## src/rtl/adder_share_arbiter_if.sv

```systemverilog
// Handshake bundle between the requesters, the adder-share arbiter and the
// shared pipelined adder. The arbiter uses the slave view; the requesters plus
// adder wrapper together take the master view.
interface adder_share_arbiter_if #(
  parameter int WIDTH = 64,
  parameter int NREQ  = 4
);
  logic [NREQ-1:0]       req_valid;
  logic [NREQ-1:0]       req_ready;
  logic [NREQ*WIDTH-1:0] req_a;
  logic [NREQ*WIDTH-1:0] req_b;
  logic [NREQ-1:0]       req_cin;
  logic [NREQ-1:0]       rsp_valid;
  logic [NREQ-1:0]       rsp_ready;
  logic [NREQ*WIDTH-1:0] rsp_sum;
  logic [NREQ-1:0]       rsp_cout;
  logic [WIDTH-1:0]      add_a;
  logic [WIDTH-1:0]      add_b;
  logic                  add_cin;
  logic [WIDTH-1:0]      add_sum;
  logic                  add_cout;

  modport slave (
    input  req_valid, req_a, req_b, req_cin, rsp_ready, add_sum, add_cout,
    output req_ready, rsp_valid, rsp_sum, rsp_cout, add_a, add_b, add_cin
  );

  modport master (
    output req_valid, req_a, req_b, req_cin, rsp_ready, add_sum, add_cout,
    input  req_ready, rsp_valid, rsp_sum, rsp_cout, add_a, add_b, add_cin
  );
endinterface

```

## src/rtl/adder_share_arbiter.sv

```systemverilog
// Round-robin arbiter that shares one fixed-latency pipelined adder among
// NREQ requesters. Each issue is tagged with its requester index; the tag
// travels alongside the adder pipeline so the result lands in the right
// response slot, where it is held until that requester accepts it.
module adder_share_arbiter #(
  parameter int WIDTH = 64,
  parameter int NREQ  = 4,
  parameter int LAT   = 2
) (
  input logic                  clk,
  input logic                  rst,
  adder_share_arbiter_if.slave bus
);
  localparam int PTR_W = (NREQ > 1) ? $clog2(NREQ) : 1;

  logic [PTR_W-1:0]      ptr;
  logic [NREQ-1:0]       busy;
  logic [NREQ-1:0]       eligible;
  logic [NREQ-1:0]       grant;
  logic [NREQ-1:0]       accept;
  logic [NREQ-1:0]       cap;
  logic [PTR_W-1:0]      gidx;
  logic                  hs;

  logic                  vld_p0;
  logic [PTR_W-1:0]      tag_p0;
  logic [WIDTH-1:0]      a_p0;
  logic [WIDTH-1:0]      b_p0;
  logic                  cin_p0;

  logic [LAT-1:0]        vld_pn;
  logic [PTR_W-1:0]      tag_pn [LAT];

  logic [NREQ-1:0]       rsp_vld;
  logic [NREQ*WIDTH-1:0] rsp_sum_q;
  logic [NREQ-1:0]       rsp_cout_q;

  // A requester is only eligible with no operation in flight and no result held.
  assign eligible = bus.req_valid & ~busy;
  assign accept   = rsp_vld & bus.rsp_ready;
  assign hs       = |grant;

  // Rotating priority search: the lowest offset from ptr wins, so iterating from
  // the far end and overwriting leaves the nearest eligible index as the grant.
  always_comb begin
    int               idx;
    logic [PTR_W-1:0] sel;
    grant = '0;
    gidx  = '0;
    idx   = 0;
    sel   = '0;
    for (int k = NREQ - 1; k >= 0; k--) begin
      idx = int'(ptr) + k;
      if (idx >= NREQ) idx = idx - NREQ;
      sel = PTR_W'(idx);
      if (eligible[sel]) begin
        grant      = '0;
        grant[sel] = 1'b1;
        gidx       = sel;
      end
    end
  end

  // Grant is suppressed while reset is asserted so nothing handshakes in reset.
  assign bus.req_ready = rst ? '0 : grant;

  // Stage p0: capture the granted operands into the adder input register.
  always_ff @(posedge clk or posedge rst) begin
    if (rst) begin
      ptr    <= '0;
      busy   <= '0;
      vld_p0 <= 1'b0;
      a_p0   <= '0;
      b_p0   <= '0;
      cin_p0 <= 1'b0;
    end else begin
      busy   <= (busy & ~accept) | grant;
      vld_p0 <= hs;
      if (hs) begin
        ptr    <= (gidx == PTR_W'(NREQ - 1)) ? '0 : gidx + 1'b1;
        a_p0   <= bus.req_a[gidx*WIDTH +: WIDTH];
        b_p0   <= bus.req_b[gidx*WIDTH +: WIDTH];
        cin_p0 <= bus.req_cin[gidx];
      end
    end
  end

  // Tag register alongside p0 operands; data only, so no reset.
  always_ff @(posedge clk) begin
    tag_p0 <= gidx;
  end

  assign bus.add_a   = a_p0;
  assign bus.add_b   = b_p0;
  assign bus.add_cin = cin_p0;

  // Stages p1..pLAT: tag valids shadow the adder latency, bubbles included.
  always_ff @(posedge clk or posedge rst) begin
    if (rst) begin
      vld_pn <= '0;
    end else begin
      vld_pn[0] <= vld_p0;
      for (int i = 1; i < LAT; i++) vld_pn[i] <= vld_pn[i-1];
    end
  end

  // Tag values travel with their valids; stale tags are harmless when valid is 0.
  always_ff @(posedge clk) begin
    tag_pn[0] <= tag_p0;
    for (int i = 1; i < LAT; i++) tag_pn[i] <= tag_pn[i-1];
  end

  // Decode the emerging tag into the response slot that receives this sum.
  always_comb begin
    cap = '0;
    if (vld_pn[LAT-1]) cap[tag_pn[LAT-1]] = 1'b1;
  end

  // Response slots: capture on tag arrival, hold until the requester accepts.
  always_ff @(posedge clk or posedge rst) begin
    if (rst) begin
      rsp_vld    <= '0;
      rsp_sum_q  <= '0;
      rsp_cout_q <= '0;
    end else begin
      rsp_vld <= (rsp_vld & ~accept) | cap;
      for (int i = 0; i < NREQ; i++) begin
        if (cap[i]) begin
          rsp_sum_q[i*WIDTH +: WIDTH] <= bus.add_sum;
          rsp_cout_q[i]               <= bus.add_cout;
        end
      end
    end
  end

  assign bus.rsp_valid = rsp_vld;
  assign bus.rsp_sum   = rsp_sum_q;
  assign bus.rsp_cout  = rsp_cout_q;
endmodule
```

## src/flat_wrapper.sv

```systemverilog
// flat-port wrapper written by rule: the top's interface ports become plain ports
module adder_share_arbiter_flat 
#(
  parameter int WIDTH = 64,
  parameter int NREQ  = 4,
  parameter int LAT   = 2
)
  (clk, rst, bus_req_valid, bus_req_a, bus_req_b, bus_req_cin, bus_rsp_ready, bus_add_sum, bus_add_cout, bus_req_ready, bus_rsp_valid, bus_rsp_sum, bus_rsp_cout, bus_add_a, bus_add_b, bus_add_cin);
  adder_share_arbiter_if #(.WIDTH(WIDTH), .NREQ(NREQ)) bus_i ();
  input logic clk;
  input logic rst;
  input wire logic [$bits(bus_i.req_valid)-1:0] bus_req_valid;
  input wire logic [$bits(bus_i.req_a)-1:0] bus_req_a;
  input wire logic [$bits(bus_i.req_b)-1:0] bus_req_b;
  input wire logic [$bits(bus_i.req_cin)-1:0] bus_req_cin;
  input wire logic [$bits(bus_i.rsp_ready)-1:0] bus_rsp_ready;
  input wire logic [$bits(bus_i.add_sum)-1:0] bus_add_sum;
  input wire logic [$bits(bus_i.add_cout)-1:0] bus_add_cout;
  output wire logic [$bits(bus_i.req_ready)-1:0] bus_req_ready;
  output wire logic [$bits(bus_i.rsp_valid)-1:0] bus_rsp_valid;
  output wire logic [$bits(bus_i.rsp_sum)-1:0] bus_rsp_sum;
  output wire logic [$bits(bus_i.rsp_cout)-1:0] bus_rsp_cout;
  output wire logic [$bits(bus_i.add_a)-1:0] bus_add_a;
  output wire logic [$bits(bus_i.add_b)-1:0] bus_add_b;
  output wire logic [$bits(bus_i.add_cin)-1:0] bus_add_cin;
  assign bus_i.req_valid = bus_req_valid;
  assign bus_i.req_a = bus_req_a;
  assign bus_i.req_b = bus_req_b;
  assign bus_i.req_cin = bus_req_cin;
  assign bus_i.rsp_ready = bus_rsp_ready;
  assign bus_i.add_sum = bus_add_sum;
  assign bus_i.add_cout = bus_add_cout;
  assign bus_req_ready = bus_i.req_ready;
  assign bus_rsp_valid = bus_i.rsp_valid;
  assign bus_rsp_sum = bus_i.rsp_sum;
  assign bus_rsp_cout = bus_i.rsp_cout;
  assign bus_add_a = bus_i.add_a;
  assign bus_add_b = bus_i.add_b;
  assign bus_add_cin = bus_i.add_cin;
  adder_share_arbiter #(.WIDTH(WIDTH), .NREQ(NREQ), .LAT(LAT)) u_core (.clk(clk), .rst(rst), .bus(bus_i));
endmodule
```

## config.mk

```make
export PLATFORM = sky130hd
export DESIGN_NAME = adder_share_arbiter_flat
export DESIGN_NICKNAME = d
export VERILOG_FILES = /design/src/rtl/adder_share_arbiter_if.sv /design/src/rtl/adder_share_arbiter.sv /design/src/flat_wrapper.sv
export SDC_FILE = /design/constraint.sdc
export NUM_CORES = 1
export LEC_CHECK = 0
export ABC_AREA = 1
export ABC_CLOCK_PERIOD_IN_PS = 15950
export CAP_MARGIN = 40
export CORE_AREA = 2 2 390 392
export DETAILED_ROUTE_END_ITERATION = 7
export DIE_AREA = 0 0 392 394
export GPL_ROUTABILITY_DRIVEN = 1
export GPL_TIMING_DRIVEN = 0
export HOLD_SLACK_MARGIN = 0.06
export SLEW_MARGIN = 20
export SYNTH_ARGS = -nofsm -noshare
export SYNTH_HDL_FRONTEND = slang
export SYNTH_SLANG_ARGS = --single-unit
```

## constraint.sdc

```tcl
create_clock -name clk -period 15.95 [get_ports clk]
set_clock_uncertainty 0.15 [all_clocks]
set_input_delay 3.19 -clock clk [delete_from_list [all_inputs] [get_ports clk]]
set_output_delay 3.19 -clock clk [all_outputs]
set_load 0.03 [all_outputs]
```

==> impl_metrics.py <==
metrics = {
    "finish": {
        "final_nets": 4788,
        "drive_gt1_share_pct": 5.89,
        "fill_cells": 16800,
        "multiInputGateArea_sq_um": 8370,
        "syn_to_final_growth_pct": 66.6,
        "ff_latch_area_sq_um": 10200,
        "fin_area_sq_um": 36500,
    },
    "logic_synthesis": {
        "synthCells": 3134,
        "synth.ff_latch_count": 408,
        "synth-edff-count": 0,
        "netlist.area_leader.share_pct": 46.0,
        "syn_area_sq_um": 21900,
        "synthDistinctLibCells": 25,
        "yosys.area.top_type": "dfrtp_1",
        "syn_avg_cell_area_sq_um": 6.98,
        "ys_top_cells_by_count": "1077 x nand2_1, 601 x inv_1, 534 x nand3_1",
        "ys.flop_type": "dfrtp_1",
        "ys_warn_count": 0,
        "seq_area_frac_synth_pct": 46.5,
        "syn-num-nets": 3733,
        "ys_async_sr_fraction_pct": 98.5,
        "yosys-top-cells-area": "dfrtp_1 46%, nand2_1 18%, nand3_1 12%",
        "synth.most_common_cell": "nand2_1",
    },
    "clock_network": {
        "cts_buffers": 52,
        "cts_tree": "built",
        "postCtsHoldBufs": 0,
        "clockRootBuffer": "clkbuf_16",
        "cts-resized-gates": 0,
        "clk_pin_slew_ns": 0.06,
        "cts.path.max_buffers": 3,
        "cts_setup_buffers": 0,
        "clock_latency_ns": 0.65,
        "htree_levels": 2,
        "numClockSinks": 408,
    },
    "floorplan": {
        "start_util_pct": 14.5,
        "row_count": 143,
        "die_area_sq_um": 154000,
        "die_y_microns": 394,
        "ios": 988,
        "die_w_microns": 392,
        "core_sq_um": 151000,
    },
    "worst_setup_path": {
        "worstSetupPathType": "primary input to primary output",
        "cp.arrival_ns": 5.32,
        "cp_max_fo": 10,
        "cp-start-kind": "primary input",
        "setup.worst_path.end_class": "primary output",
        "cp.required_ns": 12.61,
        "startpoint": "bus_req_valid[2]",
        "r2r_start": "u_core.ptr[1]",
    },
    "placed_design": {
        "place.gp.congestion": 0.931,
        "hpwlAfterDp_mm": 121,
        "placed_area_sq_um": 34500,
        "io_buffers": 987,
    },
    "detailed_routing": {
        "route.met3.wl_mm": 10.5,
        "vias": 25000,
        "drtIter0Drc": 1542,
        "met2WireLength_mm": 73.2,
        "avgRoutedWirePerCell_microns": 23.0,
        "routed_wl_mm": 145,
        "dr.pass1.iters": 8,
        "top_layer_used": "met5",
        "ant_nets": 0,
        "drt_drc_violations_left": 0,
        "wl_met1_mm": 54.9,
        "viasPerCell": 3.97,
    },
    "global_route": {
        "grt_pass1_vias": 25100,
        "grt_pass1_wl_mm": 195,
        "grt.total_usage_pct": 18.1,
        "grt_remaining_overflow": 0,
        "antenna_found_initial": 61,
        "grt_max_degree": 103,
    },
    "sta": {
        "finalSetupViolations": 0,
        "slew_headroom_pct": 42.6,
        "min_period_over_period_pct": 54.3,
        "rsz0062_at_grt": "false",
        "tightestPinTransition_ns": 0.861,
        "hold_viol_final": 0,
        "period_minus_slack_ns": 8.66,
        "clock.fmax_mhz": 115,
        "slew_viol_final": 0,
    },
    "hold_path": {
        "min_from": "u_core.tag_p0[0]",
        "hold_path.class": "flop to flop",
    },
    "run": {
        "drv_cap": 0,
    },
    "outcome": {
        "status": "completed",
    },
}
[placed cells by master, fill, tap and decap left out, types with 2 or more instances in the layout]
cell	synthesis	routed
buf_2	86	86
diode_2	0	39
ha_1	8	8
clkbuf_1	70	74
nor2_1	15	15
inv_6	0	2
nand3_1	534	534
buf_16	0	4
buf_4	27	27
clkbuf_16	0	52
clkdlybuf4s50_1	0	987
clkinv_2	0	7
buf_6	13	22
clkinvlp_4	0	5
dfrtp_1	402	402
a21oi_1	2	2
inv_2	3	3
nand2_1	1077	1077
inv_1	601	600
dfxtp_1	6	6
o21ai_0	265	265
nand2_2	10	10
bufinv_16	0	6
a21boi_0	3	3
clkinv_16	0	3
clkbuf_8	0	10
nand3_2	4	4
[flip-flops by register name, summed over array words and instances (netlist names)]
signal / flops
u_core.tag_pn: 4
u_core.bus.rsp_sum: 256
u_core.busy: 4
u_core.bus.rsp_valid: 4
u_core.bus.rsp_cout: 4
u_core.ptr: 2
u_core.bus.add_b: 64
u_core.bus.add_cin: 1
u_core.vld_pn: 2
u_core.tag_p0: 2
u_core.bus.add_a: 64
u_core.vld_p0: 1
[through the flow]
| stage | cells | hold WS (ns) | setup TNS (ns) | setup slack, ns | util, % |
|---|---|---|---|---|---|
| after floorplan | 3134 | 0.160 | 0 | 1.43 | - |
| after global placement | 6151 | 0.160 | -1867.24 | -4.76 | 22.8 |
| after detailed placement | 6165 | 0.164 | 0 | 7.28 | 22.9 |
| after CTS | 6256 | 0.172 | 0 | 7.28 | 24.1 |
| after global routing | 6281 | 0.188 | 0 | 7.14 | 24.2 |
| final | 6295 | 0.171 | 0 | 7.29 | 24.2 |
[critical path, stage by stage]
cell and delay, ns:
clkdlybuf4s50_1 0.50, nand3_1 0.14, nand3_2 0.15, nand2_2 0.08, buf_6 0.14, nor2_1 0.08
nor2_1 0.04, nand3_1 0.10, nand2_1 0.11, nor2_1 0.11, clkdlybuf4s50_1 0.68
[cells by family after synthesis]
logic type	Yosys count	share of synthesized area [%]
xor+xnor	1	0.0400
simple gates	1643	31.5
buf+inv	803	15.2
flops	408	46.5
fa+ha+maj	8	0.458
compound gates	271	6.23
[layout make-up]
cell class | count | area share [%]
Inverter | 605 | 6.26
Timing Repair Buffer | 1001 | 27.7
Clock buffer | 67 | 4.00
Tap cell | 2030 | 6.97
Multi-Input combinational cell | 1923 | 23.0
Clock inverter | 24 | 1.01
Sequential cell | 408 | 27.9
Buffer | 198 | 2.89
Antenna cell | 39 | 0.268
[layer usage]
metal / up-vias / global-route usage, %
met5: - / 0
met4: 14 / 7.84
li1: 11700 / -
met1: 12000 / 20.2
met3: 237 / 4.31
met2: 1014 / 32.4
[worst paths after layout]
kind	end	slack (ns)	depth (start not counted)
worst max-delay path	bus_req_ready[0]	7.29	11
max in group asynchronous	u_core.bus.add_a[37]	11.34	4
worst min register to register	u_core.tag_pn[0][0]	0.17	0
min in group asynchronous	u_core.bus.add_b[46]	2.96	2
worst min-delay path	u_core.tag_pn[0][0]	0.17	0
worst max register to register	u_core.bus.add_a[7]	12.05	14
Power is left out: the tool's default activity adds up to more than one toggle a clock period on the data nets, which glitch-free logic cannot reach.
